===== src/rtl/mem_alu_seq.sv =====
// mem_alu_seq: memory-backed ALU sequencer.
// A command names operand A, operand B, an operation and a destination in an
// internal register file. The block reads A, reads B, executes, writes the
// result back, then pulses done. A host port loads and inspects the memory.
module mem_alu_seq #(
    parameter int WIDTH  = 32,
    parameter int ADDR_W = 3,
    parameter int CNT_W  = 16
) (
    input  logic              clk,
    input  logic              rst,
    input  logic              cmd_valid,
    output logic              cmd_ready,
    input  logic [1:0]        cmd_op,
    input  logic [ADDR_W-1:0] cmd_a_addr,
    input  logic [ADDR_W-1:0] cmd_b_addr,
    input  logic [ADDR_W-1:0] cmd_c_addr,
    input  logic              host_we,
    input  logic [ADDR_W-1:0] host_addr,
    input  logic [WIDTH-1:0]  host_wdata,
    output logic [WIDTH-1:0]  host_rdata,
    output logic              busy,
    output logic              done,
    output logic [WIDTH-1:0]  result,
    output logic              zero,
    output logic [CNT_W-1:0]  op_count
);

    localparam int DEPTH = 2 ** ADDR_W;
    localparam int SH_W  = $clog2(WIDTH);
    localparam logic [WIDTH-1:0] WIDTH_V = WIDTH'(WIDTH);

    localparam logic [1:0] OP_SHL = 2'b00;
    localparam logic [1:0] OP_OR  = 2'b01;
    localparam logic [1:0] OP_ADD = 2'b10;
    localparam logic [1:0] OP_XOR = 2'b11;

    typedef enum logic [2:0] {
        IDLE,
        RD_A,
        RD_B,
        EXEC,
        WB
    } state_t;

    state_t state, state_nxt;

    logic [WIDTH-1:0]  mem [DEPTH];
    logic [1:0]        op_q;
    logic [ADDR_W-1:0] a_addr_q, b_addr_q, c_addr_q;
    logic [WIDTH-1:0]  a_reg, b_reg, res_reg;
    logic [WIDTH-1:0]  alu_res;
    logic              accept;

    assign accept     = cmd_valid && cmd_ready;
    assign host_rdata = mem[host_addr];

    // State register.
    // NOTE: sequential state uses non-blocking assignments so every flop samples pre-edge values.
    always_ff @(posedge clk or negedge rst) begin
        if (!rst) begin
            state <= IDLE;
        end else begin
            state <= state_nxt;
        end
    end

    // Next-state logic: one fixed pass through the read/execute/write-back steps.
    // NOTE: state_nxt gets a default first so no path leaves it unassigned (no latch).
    always_comb begin
        state_nxt = state;
        unique case (state)
            IDLE:    if (accept) state_nxt = RD_A;
            RD_A:    state_nxt = RD_B;
            RD_B:    state_nxt = EXEC;
            EXEC:    state_nxt = WB;
            WB:      state_nxt = IDLE;
            default: state_nxt = IDLE;
        endcase
    end

    // Handshake outputs decoded from the current state.
    always_comb begin
        cmd_ready = 1'b0;
        busy      = 1'b1;
        if (state == IDLE) begin
            cmd_ready = 1'b1;
            busy      = 1'b0;
        end
    end

    // ALU: shifts of WIDTH or more (whole b compared) yield zero; ADD drops the carry.
    always_comb begin
        alu_res = '0;
        unique case (op_q)
            OP_SHL: alu_res = (b_reg >= WIDTH_V) ? '0 : (a_reg << b_reg[SH_W-1:0]);
            OP_OR:  alu_res = a_reg | b_reg;
            OP_ADD: alu_res = a_reg + b_reg;
            OP_XOR: alu_res = a_reg ^ b_reg;
            default: alu_res = '0;
        endcase
    end

    // Command latch, operand fetch, execute and completion reporting.
    always_ff @(posedge clk or negedge rst) begin
        if (!rst) begin
            op_q     <= '0;
            a_addr_q <= '0;
            b_addr_q <= '0;
            c_addr_q <= '0;
            a_reg    <= '0;
            b_reg    <= '0;
            res_reg  <= '0;
            result   <= '0;
            zero     <= 1'b0;
            done     <= 1'b0;
            op_count <= '0;
        end else begin
            done <= (state == WB);
            unique case (state)
                IDLE: begin
                    if (accept) begin
                        op_q     <= cmd_op;
                        a_addr_q <= cmd_a_addr;
                        b_addr_q <= cmd_b_addr;
                        c_addr_q <= cmd_c_addr;
                    end
                end
                RD_A: a_reg   <= mem[a_addr_q];
                RD_B: b_reg   <= mem[b_addr_q];
                EXEC: res_reg <= alu_res;
                WB: begin
                    result   <= res_reg;
                    zero     <= (res_reg == '0);
                    op_count <= op_count + 1'b1;
                end
                default: ;
            endcase
        end
    end

    // Register file: write-back in WB, host writes only while idle.
    // NOTE: the array has no reset; its contents survive rst and are undefined at power-up.
    always_ff @(posedge clk) begin
        if (rst) begin
            if (state == WB) begin
                mem[c_addr_q] <= res_reg;
            end else if (state == IDLE && host_we) begin
                mem[host_addr] <= host_wdata;
            end
        end
    end

endmodule


===== config.mk =====
export PLATFORM = sky130hd
export DESIGN_NAME = mem_alu_seq
export DESIGN_NICKNAME = d
export VERILOG_FILES = /design/src/rtl/mem_alu_seq.sv
export SDC_FILE = /design/constraint.sdc
export NUM_CORES = 1
export LEC_CHECK = 0
export BUFFER_PORTS_ARGS = -buffer_cell sky130_fd_sc_hd__buf_2
export CAP_MARGIN = 0
export CORE_UTILIZATION = 44
export DETAILED_ROUTE_END_ITERATION = 8
export GPL_ROUTABILITY_DRIVEN = 0
export GPL_TIMING_DRIVEN = 0
export SLEW_MARGIN = 20
export SYNTH_ARGS = -nofsm -noshare
export SYNTH_HDL_FRONTEND = slang
export SYNTH_SLANG_ARGS = --single-unit

===== constraint.sdc =====
create_clock -name clk -period 7.7 [get_ports clk]
set_input_delay 0 -clock clk [delete_from_list [all_inputs] [get_ports clk]]
set_output_delay 0 -clock clk [all_outputs]
set_load 0.05 [all_outputs]

==> results.toml <==
[final_layout]
syn2layout_area_growth_pct = 15.9
fin_cells = 2949
largest_reg_flops = 256
register_area_mm2 = 0.0117
top_register = "mem"
finalNetCount = 2279
multi_input_area_mm2 = 0.0120
final_layout_size_suffix_gt1_share_pct = 27.0
final.fill_count = 4818

[cts]
post-cts-setup-buffers = 0
cts_tree = "built"
cts_max_level = 2
clk_latency_ps = 590
cts_buffers = 44
cts_resized = 0
cts_root_buffer = "clkbuf_16"
clk_pin_slew_worst_paths_ps = 80
cts_buffer_depth = 3
clock_sinks = 416

[worst_setup_path]
reg2reg_slack_ps = 3840
r2r_start = "b_reg[3]"
crit_family = "buffers and inverters"
critPathLaunchType = "primary input"
crit_path_max_fanout = 74
end_kind = "flop"
worst_r2r_path_depth = 12
crit_buf_inv = 6
critPathLaunch = "rst"
arrival_ps = 4250
required_ps = 7990
worst-setup-path-type = "primary input to flop"
cp_slowest_cell = "nor2_4"
cpPeakStageDelay_ps = 730
crit-reg2reg-capture = "res_reg[24]"
path_cells = "dlygate4sd3_1 -> dlygate4sd3_1 -> buf_8 -> and3_1 -> clkbuf_1 -> clkbuf_1 -> a21oi_1 -> nor2_4 -> buf_16"

[timing]
tightestPinTransition_ps = 1150
fin_ws_ps = 3740
finClkSkew_ps = 25.5
setup_viol = 0
period_share_pct = 51.4
drv_slew = 0
hold_viol_final = 0
clock.fmax_mhz = 252
rsz0062_at_grt = "no"
maxSlewHeadroom_pct = 23.5
fin_crit_ps = 3960

[die]
die_w_um = 238
core-area_mm2 = 0.0551
num_rows = 86
ios = 134
die-height_um = 238
die_area_mm2 = 0.0567
start_util_pct = 44.5

[logic_synthesis]
netlist.area_leader.share_pct = 31.4
yosysTopAreaCell = "edfxtp_1"
syn_inst = 1927
syn-num-nets = 2043
yosys_register_bits = 416
synthArstFlopShare_pct = 38.5
synth_cell_types = 81
synth_area_per_cell_um2 = 12.7
synthFlopType = "edfxtp_1"
ys_seq_area_share_pct = 47.7
synth_edf_count = 256
synth_area_leaders = "edfxtp_1 (31%), mux4_2 (19%), dfrtp_1 (16%)"
ys_warn_count = 0
netlist_area_mm2 = 0.0245

[global_routing]
antenna_found_initial = 3
grt_remaining_overflow = 0
grt_pass1_vias = 18295
grtUsageTotal_pct = 29.0
grt_pass1_wl_um = 120000
grt_max_degree = 91

[power_and_ir_drop]
p_per_area_mw_per_mm2 = 448
switchingPower_mw = 5.91
cellLeakagePower_nw = 10.9
peakVddDrop_mv = 0.188
seqPwrFrac_pct = 29.1
p_sw_share_pct = 46.4
intPower_mw = 6.83
power_mw = 12.7
power_frac_comb_pct = 54.1
clockPowerShare_pct = 16.9

[detailed_routing]
dr.pass1.iters = 8
postRouteAntennaNets = 0
drc_errors = 0
viasPerCell = 6.33
dr.first_iter.drc_count = 2156
dr_wl_met2_um = 37900
wl_met1_um = 31200
vias = 18668
wire_per_inst_um = 27.7
drt_wl_total_um = 81700
top_layer = "met4"
wl_met3_um = 8240

[outcome]
status = "complete, no violations"

[placed_design]
pre_cts_ws_ps = 3940
port_buffers = 130
dp.cells = 2818
dpl.hpwl_um = 59800

[hold_path]
holdCritPathClass = "primary input to flop"
min_to = "op_q[1]"
holdPathStages = 4
min-delay-start = "cmd_op[1]"

[run]
maxCapViolCount = 0
synth_stat cells (14+ instances only):
| cell | count |
|---|---|
| a21oi_1 | 124 |
| buf_1 | 15 |
| buf_2 | 42 |
| clkbuf_1 | 73 |
| dfrtp_1 | 160 |
| edfxtp_1 | 256 |
| ha_1 | 65 |
| inv_1 | 79 |
| mux2_2 | 87 |
| mux2i_1 | 89 |
| mux4_2 | 208 |
| nand2_1 | 203 |
| nand3_1 | 17 |
| nand4_1 | 20 |
| nor2_1 | 141 |
| nor3_1 | 19 |
| nor4_1 | 15 |
| o21ai_0 | 51 |
| o221ai_1 | 14 |
| o22ai_1 | 19 |
| xnor2_1 | 14 |
metal layers:
metal	GRT usage, %	vias to the layer above
met5	0	-
met4	13.7	0
met3	6.68	218
met2	45.6	1040
met1	38.3	9491
li1	-	7919
area by class of cell:
type                            instances  share of cell area (%)
Sequential cell                       416                    41.1
Multi-Input combinational cell       1293                    42.1
Clock inverter                         19                   0.682
Timing Repair Buffer                  190                    5.11
Inverter                               80                    1.06
Antenna cell                            2                  0.0176
Buffer                                138                    2.17
Clock buffer                           63                    4.41
Tap cell                              748                    3.29
power by group through the flow:
stage	registers, mW	clock network [mW]	logic, mW
floorplan	3.67	0	4.51
global placement	3.70	0	6.60
detailed placement	3.71	0	6.70
CTS	3.67	2.17	6.75
global route	3.74	2.25	7.33
finish	3.70	2.15	6.88
placed cells by master (no fill, tap or decap), types with 47 or more instances in the layout:
cell type      instances
edfxtp_1             256
mux4_2               208
nand2_1              203
buf_2                171
dfrtp_1              160
nor2_1               133
a21oi_1              124
mux2i_1               89
mux2_2                87
clkbuf_1              82
inv_1                 79
ha_1                  65
o21ai_0               51
dlygate4sd3_1         47
timing repair:
| item | 4_1_cts | 5_1_grt |
|---|---|---|
| hold endpoints to repair | 428 | 0 |
| endpoints found under the setup margin | 0 | 0 |
| hold buffers | 47 | 0 |
logic make-up (layout without fill, tap and decap cells):
kind of cell	count (synthesis)	count (layout)	share of synthesized area, %
other	0	2	0
multiplexers	385	385	26.8
adder cells (fa/ha/maj)	66	66	3.40
buffers and inverters	218	490	3.73
AND/OR/NAND/NOR	486	486	8.92
flip-flops	416	416	47.7
AO/OA/AOI/OAI	329	329	8.51
XOR/XNOR	27	27	0.964
tightest hold or removal path, delay by kind of cell:
family / cells / cell delay [ps]
buf+inv: 2 / 630
compound gates: 1 / 50
simple gates: 1 / 30
stage by stage:
| stage | area [µm²] | TNS [ps] | util, % | hold WS (ps) |
|---|---|---|---|---|
| after detailed placement | 26500 | 0 | 48.1 | 25.8 |
| after floorplan | 24500 | 0 | - | -296 |
| after CTS | 28400 | 0 | 51.6 | 151 |
| final | 28400 | 0 | 51.6 | 155 |
| after global placement | 26100 | -46740 | 47.4 | 213 |
| after global routing | 28400 | 0 | 51.6 | 211 |
worst max path at each step:
stage          slack (ps)          end  depth (start not counted)
6_report             3740   mem[6][23]                          9
5_1_grt              3560  res_reg[30]                         12
3_5_place_dp         3940   mem[7][20]                          7
4_1_cts              3800   mem[7][23]                          9
3_3_place_gp         -360    mem[5][2]                          6
2_1_floorplan        3350    mem[2][0]                          6
Note: power is estimated with default switching activity, not from simulation.
